==> src/rtl/cnn_pkg.sv <==
// cnn_pkg: state encoding and geometry helpers shared by the 1x1-conv output buffer reader.
package cnn_pkg;

   typedef enum logic [1:0] {
      ST_IDLE,
      ST_ISSUE,
      ST_DRAIN,
      ST_DONE
   } state_e;

   function automatic int num_pixels(input int w, input int h);
      return w * h;
   endfunction

   // A single-pixel map still needs a one-bit address bus.
   function automatic int addr_w(input int n);
      return (n > 1) ? $clog2(n) : 1;
   endfunction

endpackage

==> src/rtl/skid_fifo2.sv <==
// skid_fifo2: 2-entry register FIFO whose head entry is always a flop, so data never depends on ready.
module skid_fifo2 #(
   parameter int WIDTH = 8
) (
   input  logic             clk,
   input  logic             rst_n,
   input  logic             push,
   input  logic [WIDTH-1:0] push_data,
   input  logic             ready,
   output logic             valid,
   output logic [WIDTH-1:0] data,
   output logic [1:0]       count
);

   logic [WIDTH-1:0] e0_q, e0_d, e1_q, e1_d;
   logic [1:0]       cnt_q, cnt_d, rem;
   logic             pop;

   assign valid = cnt_q != 2'd0;
   assign data  = e0_q;
   assign count = cnt_q;

   // rem is the occupancy once this cycle's pop has left; a push lands right behind it.
   always_comb begin
      pop   = valid && ready;
      rem   = cnt_q - 2'(pop);
      cnt_d = rem + 2'(push);
      e0_d  = pop ? e1_q : e0_q;
      e1_d  = e1_q;
      if (push && rem == 2'd0) e0_d = push_data;
      if (push && rem != 2'd0) e1_d = push_data;
   end

   always_ff @(posedge clk or negedge rst_n) begin
      if (!rst_n) begin
         e0_q  <= '0;
         e1_q  <= '0;
         cnt_q <= '0;
      end else begin
         e0_q  <= e0_d;
         e1_q  <= e1_d;
         cnt_q <= cnt_d;
      end
   end

endmodule

==> src/rtl/output_buffer_1x1_reader.sv <==
// output_buffer_1x1_reader: walks the output buffer once per start and streams each pixel vector
// downstream through a 2-entry skid FIFO with credit-based read issue.
module output_buffer_1x1_reader
   import cnn_pkg::*;
#(
   parameter int DATA_WIDTH   = 8,
   parameter int OUT_CHANNELS = 3,
   parameter int IN_WIDTH     = 5,
   parameter int IN_HEIGHT    = 5,
   parameter int NUM_PIXELS   = num_pixels(IN_WIDTH, IN_HEIGHT),
   parameter int ADDR_W       = addr_w(NUM_PIXELS)
) (
   input  logic                               clk,
   input  logic                               rst_n,
   input  logic                               start,
   output logic                               busy,
   output logic                               done,
   output logic [ADDR_W-1:0]                  rd_addr,
   output logic                               rd_en,
   input  logic [DATA_WIDTH*OUT_CHANNELS-1:0] rd_data,
   output logic [DATA_WIDTH*OUT_CHANNELS-1:0] o_data,
   output logic                               o_valid,
   input  logic                               o_ready,
   output logic                               o_last
);

   localparam int DW = DATA_WIDTH * OUT_CHANNELS;
   localparam logic [ADDR_W-1:0] LAST_ADDR = ADDR_W'(NUM_PIXELS - 1);

   state_e            state_q, state_d;
   logic [ADDR_W-1:0] rd_cnt_q, rd_cnt_d;
   logic              inflight_q, inflight_d;
   logic              last_q, last_d;
   logic [1:0]        fifo_count, occ;
   logic              pop, is_last;
   logic [DW:0]       head;

   assign busy    = state_q == ST_ISSUE || state_q == ST_DRAIN;
   assign done    = state_q == ST_DONE;
   assign rd_addr = rd_cnt_q;
   assign o_data  = head[DW:1];
   assign o_last  = o_valid && head[0];

   // Credit counts the slot freed by a beat leaving this cycle, so o_ready=1 sustains one read per cycle.
   always_comb begin
      state_d    = state_q;
      rd_cnt_d   = rd_cnt_q;
      rd_en      = 1'b0;
      pop        = o_valid && o_ready;
      occ        = fifo_count - 2'(pop);
      is_last    = rd_cnt_q == LAST_ADDR;
      case (state_q)
         ST_IDLE: begin
            state_d  = start ? ST_ISSUE : ST_IDLE;
            rd_cnt_d = start ? '0 : rd_cnt_q;
         end
         ST_ISSUE: begin
            rd_en    = occ + 2'(inflight_q) < 2'd2;
            state_d  = (rd_en && is_last) ? ST_DRAIN : ST_ISSUE;
            rd_cnt_d = (rd_en && !is_last) ? rd_cnt_q + 1'b1 : rd_cnt_q;
         end
         ST_DRAIN: state_d = (occ == 2'd0 && !inflight_q) ? ST_DONE : ST_DRAIN;
         ST_DONE:  state_d = ST_IDLE;
         default:  state_d = ST_IDLE;
      endcase
      inflight_d = rd_en;
      last_d     = rd_en && is_last;
   end

   always_ff @(posedge clk or negedge rst_n) begin
      if (!rst_n) begin
         state_q    <= ST_IDLE;
         rd_cnt_q   <= '0;
         inflight_q <= 1'b0;
         last_q     <= 1'b0;
      end else begin
         state_q    <= state_d;
         rd_cnt_q   <= rd_cnt_d;
         inflight_q <= inflight_d;
         last_q     <= last_d;
      end
   end

   skid_fifo2 #(.WIDTH(DW + 1)) u_fifo (
      .clk       (clk),
      .rst_n     (rst_n),
      .push      (inflight_q),
      .push_data ({rd_data, last_q}),
      .ready     (o_ready),
      .valid     (o_valid),
      .data      (head),
      .count     (fifo_count)
   );

endmodule

==> config.mk <==
export PLATFORM = sky130hd
export DESIGN_NAME = output_buffer_1x1_reader
export DESIGN_NICKNAME = d
export VERILOG_FILES = /design/src/rtl/cnn_pkg.sv /design/src/rtl/skid_fifo2.sv /design/src/rtl/output_buffer_1x1_reader.sv
export SDC_FILE = /design/constraint.sdc
export NUM_CORES = 1
export LEC_CHECK = 0
export ABC_CLOCK_PERIOD_IN_PS = 4180
export CORE_MARGIN = 2
export CORE_UTILIZATION = 35
export CTS_CLUSTER_SIZE = 28
export DETAILED_ROUTE_END_ITERATION = 16
export GPL_TIMING_DRIVEN = 0
export PLACE_DENSITY = 0.66
export SLEW_MARGIN = 20
export SYNTH_ARGS = -nofsm -noshare
export SYNTH_HDL_FRONTEND = slang
export SYNTH_SLANG_ARGS = --single-unit
==> constraint.sdc <==
create_clock -name clk -period 4.18 [get_ports clk]
set_input_delay 0.418 -clock clk [delete_from_list [all_inputs] [get_ports clk]]
set_output_delay 0.418 -clock clk [all_outputs]
set_load 0.01 [all_outputs]
==> qor.yml, run 1 <==
drt:
  finalWirelength_um: 6873
  wl_per_cell_um: 15.55
  drtPass1Iterations: 4
  routed_via_density: 4.950
  drtIter0Drc: 114
  ant_nets: 0
  drc: 0
  route.vias.total: 2188
worst_setup_path:
  required_ns: 3.76
  setup.worst_path.end_class: "output port"
  worst_path_max_delay_cell: "clkdlybuf4s50_1"
  cp_common_cell: "ha_1"
  worstPathCellList: "o21ai_0 > clkbuf_4 > buf_4 > inv_1 > ha_1 > inv_6 > ha_1 > xor3_1 > buf_2 > nor2b_1 > clkdlybuf4s50_1"
  worstPathArrival_ns: 3.51
  worst-path-max-fanout: 18
  worstSetupPathType: "flip-flop to output port"
  worstSetupStartpointType: "flip-flop"
  slowest_delay_ns: 0.58
cts:
  clock-root-buffer: "clkbuf_8"
  cts.clk_slew.worst_paths_ns: 0.07
  cts_tree: "yes"
  clk_latency_ns: 0.34
  cts_sinks: 61
  clockBufferDepth: 2
  ctsHtreeMaxLevel: 3
  cts-buffers-inserted: 9
yosys:
  synthMuxAreaShare_pct: 21.02
  synth_area_per_cell_um2: 12.18
  post-synth-top-area-cell: "dfrtp_1"
  syn-cell-area_mm2: 0.003131
  synth_area_leaders: "dfrtp_1 49%, mux2_4 9.6%, mux2i_1 9.3%, buf_4 5.8%, nor4_1 5.0%"
  ys_types: 35
  synth_nets: 293
  synth_most_common_cell: "dfrtp_1"
  synth_compound_area_share_pct: 5.755
  synth_simple_gate_area_share_pct: 10.43
  synthFlopType: "dfrtp_1"
  synth_top_family_by_area: "multiplexers"
  yosysWarningCount: 0
  synthXorXnorAreaFrac_pct: 1.559
  synth_fa_ha_area_share_pct: 3.197
  ys_ff_latch: 61
  synth_common_cells: "61 x dfrtp_1, 29 x mux2i_1, 26 x a21oi_1"
  synth_edf_count: 0
  ys_seq_area_share_pct: 48.76
  synth_top_cell_area_share_pct: 48.76
  synth_cells: 257
  async_flop_share_pct: 100.0
final_layout:
  num-nets-final: 366
  diodes: 0
  area_delta_synth_final_pct: 31.25
  drive_above_1_share_pct: 24.25
job:
  max_cap_viol_count: 0
power_and_ir_drop:
  peakVddDrop_mv: 0.3163
  power_density_mw_per_mm2: 847.7
  leakage_nw: 1.853
floorplanning:
  die_w_um: 98.58
  dieArea_mm2: 0.009717
  core_mm2: 0.008678
  ios: 62
  num_rows: 34
  die_y_um: 98.58
  initial_core_util_pct: 36.07
place:
  io_buffers: 61
  place_congestion: 0.7871
  detailed_place_hpwl_um: 4801
timing:
  slew_violations: 0
  slew-limit-headroom_pct: 60.42
  whs_ns: 0.5058
  finalCritPeriodShare_pct: 93.92
  hold_violations: 0
  finalSetupTns_ns: 0
  finalCriticalPeriod_ns: 3.926
  finalSetupViolCount: 0
  finalClockSkew_ns: 0.009021
  worstMarginPinSlew_ns: 0.5938
  max_freq_ghz: 0.2547
status:
  status: "finished, final reports clean"
min_path:
  min_path_type: "input port to async pin"
global_routing:
  grt_pass1_vias: 2304
  antenna_found_initial: 0
  grt_pass1_wl_um: 11360
  grt_overflow: 0
  grt_max_degree: 41
  grt_usage_pct: 14.90
## routing by layer
metal	vias to the layer above	global-route usage (%)	wire, um	share of wire, %
li1	1047	-	-	-
met5	-	0	0	0
met4	0	5.690	108	1.6
met3	12	3.475	370	5.4
met2	65	23.50	3317	48
met1	1064	20.05	3077	45
## critical path, delay by kind of cell (launching register included)
| family | cells | cell delay [ns] |
|---|---|---|
| simple gates | 1 | 0.22 |
| compound gates | 1 | 0.19 |
| fa+ha+maj | 2 | 0.53 |
| xor+xnor | 1 | 0.23 |
| buf+inv | 6 | 1.53 |
| flops | 1 | 0.46 |
## final cells by class
type	instances	area (um^2)
tap	108	135.1
inverter	9	38.79
sequential	61	1526
buffer	38	257.7
timing repair buffer	63	638.1
fill	821	4569
multi-input combinational	148	1314
clock inverter	4	47.55
clock buffer	11	151.4
## kinds of logic after synthesis
kind of cell / after synthesis
AOI/OAI and AO/OA: 33
xor gates and xnor gates: 3
adders and majority gates: 8
buffers and inverters: 48
DFF: 61
muxes: 55
and+or+nand+nor: 49
## repair_timing
action	CTS	global route
resized for setup	1	4
endpoints found under the hold margin	21	0
setup endpoints to repair	1	1
buffers inserted	0	0
pin swaps	0	0
hold buffers	1	0
## power by group
group	total [mW]	internal, mW	switching (mW)
Sequential	1.07	0.890	0.184
Clock	0.536	0.302	0.234
Combinational	1.87	1.03	0.843
## stage by stage
stage | power [mW] | worst slack (ns) | utilization, % | instance area (um^2) | std cells
after floorplan | 2.315 | 1.080 | - | 3131 | 257
after global placement | 2.923 | -0.2394 | 44.67 | 3876 | 426
after detailed placement | 2.969 | -0.2974 | 44.87 | 3894 | 427
after CTS | 3.509 | 0.03659 | 47.26 | 4101 | 442
after global routing | 3.723 | -0.0006124 | 47.35 | 4109 | 442
final | 3.483 | 0.2543 | 47.35 | 4109 | 442
## cells in the final DEF (no fill, tap or decap), drive strengths merged, types with 8 or more instances in the layout
cell           instances
clkdlybuf4s50         60
inv                    8
a21oi                 26
mux2i                 29
clkbuf                20
nor4                  27
dfrtp                 61
nand2                  8
ha                     8
buf                   31
mux2                  26
## flip-flops by register name, indices dropped and copies added (netlist names), named ones only
signal        count
rd_addr           5
u_fifo.count      2
u_fifo.e1_q      25
inflight_q        1
last_q            1
u_fifo.data      25
state_q           1
## final timing paths
| path | start | to | slack [ns] | cells past startpoint |
|---|---|---|---|---|
| setup / recovery | u_fifo.count[1] | rd_en | 0.25 | 11 |
| hold / removal | rst_n | rd_addr[3] | 0.51 | 2 |
| setup reg to reg | u_fifo.count[1] | rd_addr[3] | 1.19 | 11 |
| hold reg to reg | u_fifo.e1_q[9] | u_fifo.e1_q[9] | 0.51 | 1 |
| max in group asynchronous | rst_n | u_fifo.e1_q[0] | 3.16 | 3 |
| min in group clk | u_fifo.e1_q[9] | u_fifo.e1_q[9] | 0.51 | 1 |
No activity file was read; power rests on OpenSTA's default activity.
==> run 2, diff against run 1 <==
- CAP_MARGIN: default -> 40
- CTS_CLUSTER_DIAMETER: default -> 40
==> results of run 2 <==
Final layout, timing and power as in run 1 (identical DEF).
==> run 3, diff against run 2 <==
- ABC_AREA: default -> 1
- CELL_PAD_IN_SITES_DETAIL_PLACEMENT: default -> 0
- CELL_PAD_IN_SITES_GLOBAL_PLACEMENT: default -> 1
- PLACE_DENSITY: 0.66 -> 0.82
==> qor.yml, run 3 <==
final_layout:
  final_cell_mix: "111 x nand3_1, 99 x nand2_1, 61 x dfrtp_1"  # was 61 x dfrtp_1, 60 x clkdlybuf4s50_1, 29 x mux2i_1
  diodes: 0  # unchanged
  drive_above_1_share_pct: 13.18  # was 24.25%
  num-nets-final: 471  # was 366
  final_common_cell: "nand3_1"  # was dfrtp_1
  area_delta_synth_final_pct: 31.35  # was 31.25%
  finalNonFillerCells: 548  # was 442
yosys:
  yosysWarningCount: 0  # unchanged
  synth_area_per_cell_um2: 8.413  # was 12.18 um^2
  ys_ff_latch: 61  # unchanged
  synth_most_common_cell: "nand3_1"  # was dfrtp_1
  ys_types: 21  # was 35
  synth_edf_count: 0  # unchanged
  synth_cells: 362  # was 257
  synth_nets: 398  # was 293
  synthFlopType: "dfrtp_1"  # unchanged
  synth_area_leaders: "dfrtp_1 50%, nand3_1 18%, nand2_1 12%, buf_4 6.4%, ha_1 3.3%"  # was dfrtp_1 49%, mux2_4 9.6%, mux2i_1 9.3%, buf_4 5.8%, nor4_1 5.0%
  synth_top_cell_area_share_pct: 50.12  # was 48.76%
  async_flop_share_pct: 100.0  # unchanged
  post-synth-top-area-cell: "dfrtp_1"  # unchanged
  synth_common_cells: "111 x nand3_1, 99 x nand2_1, 61 x dfrtp_1"  # was 61 x dfrtp_1, 29 x mux2i_1, 26 x a21oi_1
  ys_seq_area_share_pct: 50.12  # was 48.76%
  syn-cell-area_mm2: 0.003045  # was 0.003131 mm^2
worst_setup_path:
  worstSetupStartpointType: "flip-flop"  # unchanged
  required_ns: 3.76  # about the same
  worstPathArrival_ns: 3.22  # was 3.51 ns
  worst_path_max_delay_cell: "clkdlybuf4s50_1"  # unchanged
  slowest_delay_ns: 0.57  # was 0.58 ns
  cp_common_cell: "inv_1"  # was ha_1
  worstPathCellList: "nor2_1 > inv_1 > nand2_2 > clkinv_1 > buf_2 > ha_1 > inv_1 > ha_1 > inv_1 > nand3_1 > nand2_1 > inv_1 > nor2_1 > clkdlybuf4s50_1"  # was o21ai_0 > clkbuf_4 > buf_4 > inv_1 > ha_1 > inv_6 > ha_1 > xor3_1 > buf_2 > nor2b_1 > clkdlybuf4s50_1
  setup.worst_path.end_class: "output port"  # unchanged
  worstSetupPathType: "flip-flop to output port"  # unchanged
  reg2reg_depth: 16  # was 11
  worst-path-max-fanout: 10  # was 18
cts:
  cts-buffers-inserted: 9  # unchanged
  clockBufferDepth: 2  # unchanged
  cts.clk_slew.worst_paths_ns: 0.07  # about the same
  postCtsHoldBufs: 0  # was 1
  cts_setup_buffers: 0  # unchanged
  cts_sinks: 61  # unchanged
  clk_latency_ns: 0.33  # was 0.34 ns
  ctsHtreeMaxLevel: 3  # unchanged
  cts.repair.resized: 0  # was 1
  cts_tree: "yes"  # unchanged
  clock-root-buffer: "clkbuf_8"  # unchanged
power_and_ir_drop:
  peakVddDrop_mv: 0.3073  # was 0.3163 mV
  leakage_nw: 1.995  # was 1.853 nW
  power_density_mw_per_mm2: 746.8  # was 847.7 mW/mm^2
floorplanning:
  core_mm2: 0.008593  # was 0.008678 mm^2
  die_w_um: 97.28  # was 98.58 um
  dieArea_mm2: 0.009463  # was 0.009717 mm^2
  initial_core_util_pct: 35.44  # was 36.07%
  num_rows: 34  # unchanged
  ios: 62  # unchanged
  die_y_um: 97.28  # was 98.58 um
timing:
  finalClockSkew_ns: 0.005942  # was 0.009021 ns
  rsz0062_at_grt: "false"
  finalCritPeriodShare_pct: 86.99  # was 93.92%
  worstMarginPinSlew_ns: 0.5332  # was 0.5938 ns
  finalSetupTns_ns: 0  # unchanged
  finalCriticalPeriod_ns: 3.636  # was 3.926 ns
  slew_violations: 0  # unchanged
  slew-limit-headroom_pct: 64.46  # was 60.42%
  max_freq_ghz: 0.2750  # was 0.2547 GHz
  finalSetupViolCount: 0  # unchanged
  hold_violations: 0  # unchanged
drt:
  finalWirelength_um: 7216  # was 6873 um
  drc: 0  # unchanged
  routed_via_density: 4.721  # was 4.950
  ant_nets: 0  # unchanged
  topRoutingLayerUsed: "met4"  # unchanged
  wl_per_cell_um: 13.17  # was 15.55 um
  wl_met3_um: 326  # was 370 um
  dr_wl_met2_um: 3517  # was 3317 um
  drtIter0Drc: 127  # was 114
  wirelength_met1_um: 3281  # was 3077 um
  route.vias.total: 2587  # was 2188
  drtPass1Iterations: 4  # unchanged
status:
  status: "finished, final reports clean"  # unchanged
global_routing:
  antenna_found_initial: 0  # unchanged
  grt_usage_pct: 16.59  # was 14.90%
  grt_pass1_wl_um: 12600  # was 11360 um
  grt_pass1_vias: 2629  # was 2304
  grt_max_degree: 32  # was 41
  grt_overflow: 0  # unchanged
place:
  placed_cells: 532  # was 427
  detailed_place_hpwl_um: 5088  # was 4801 um
  place_congestion: 0.7662  # was 0.7871
  io_buffers: 61  # unchanged
job:
  max_cap_viol_count: 0  # unchanged
min_path:
  min_path_type: "input port to async pin"  # unchanged
## run 3: cell types whose count changed after synthesis, sizes merged, moves of 2 or more
| cell | delta |
|---|---|
| a21oi | -25 |
| buf | +4 |
| inv | +14 |
| mux2 | -26 |
| mux2i | -29 |
| nand2 | +92 |
| nand3 | +110 |
| nand3b | -2 |
| nor2 | +10 |
| nor2b | -3 |
| nor4 | -27 |
| o211ai | -3 |
## run 3: area by class of cell
cell class	count	area, um^2
Multi-Input combinational cell	236	1135
Fill cell	889	4593
Tap cell	108	135.1
Timing Repair Buffer	62	628.1
Clock inverter	5	50.05
Sequential cell	61	1526
Inverter	23	86.33
Buffer	42	297.8
Clock buffer	11	141.4
## run 3: cell families (layout without fill, tap and decap cells)
family	Yosys count	after routing	share of synthesized area, %
compound gates	4	4	0.6984
xor+xnor	2	2	0.5753
fa+ha+maj	8	8	3.287
buf+inv	65	143	12.61
flops	61	61	50.12
simple gates	222	222	32.70
## run 3: critical path: cells and delay by family, from the launching register on
| family | cells | cell delay (ns) |
|---|---|---|
| adder cells (fa/ha/maj) | 2 | 0.48 |
| buffers and inverters | 7 | 1.33 |
| flip-flops | 1 | 0.42 |
| AND/OR/NAND/NOR | 5 | 0.65 |
## run 3: power breakdown
part	internal, mW	switching (mW)	total (mW)
combinational	0.687	0.792	1.48
clock	0.288	0.227	0.515
sequential	0.845	0.148	0.994
total	1.82	1.17	2.99
## run 3: final timing paths
kind | end | slack (ns) | startpoint
worst max-delay path | rd_en | 0.54 | u_fifo.count[1]
worst min-delay path | u_fifo.e1_q[12] | 0.01 | rst_n
worst max register to register | rd_addr[3] | 1.40 | u_fifo.count[1]
worst min register to register | u_fifo.e1_q[0] | 0.47 | u_fifo.e1_q[0]
max in group asynchronous | rd_addr[4] | 3.66 | rst_n
min in group clk | u_fifo.e1_q[0] | 0.47 | u_fifo.e1_q[0]
## run 3: per-layer routing
metal  global-route usage (%)  vias up
li1                         -     1300
met1                    21.80     1231
met2                    27.08       49
met3                    3.885        7
met4                    5.662        0
met5                        0        -
## run 3: per-stage QoR
| stage | util [%] | hold WS [ns] | instance area, um^2 | setup WS, ns | power (mW) |
|---|---|---|---|---|---|
| final | 46.55 | 0.01117 | 4000 | 0.5439 | 2.987 |
| after global routing | 46.55 | 0.02331 | 4000 | 0.2546 | 3.255 |
| after global placement | 44.12 | 0.4540 | 3791 | 0.6343 | 2.461 |
| after CTS | 46.55 | 0.01054 | 4000 | 0.5015 | 3.027 |
| after floorplan | - | 0.1224 | 3045 | 1.728 | 1.943 |
| after detailed placement | 44.32 | 0.3752 | 3809 | 0.6819 | 2.501 |
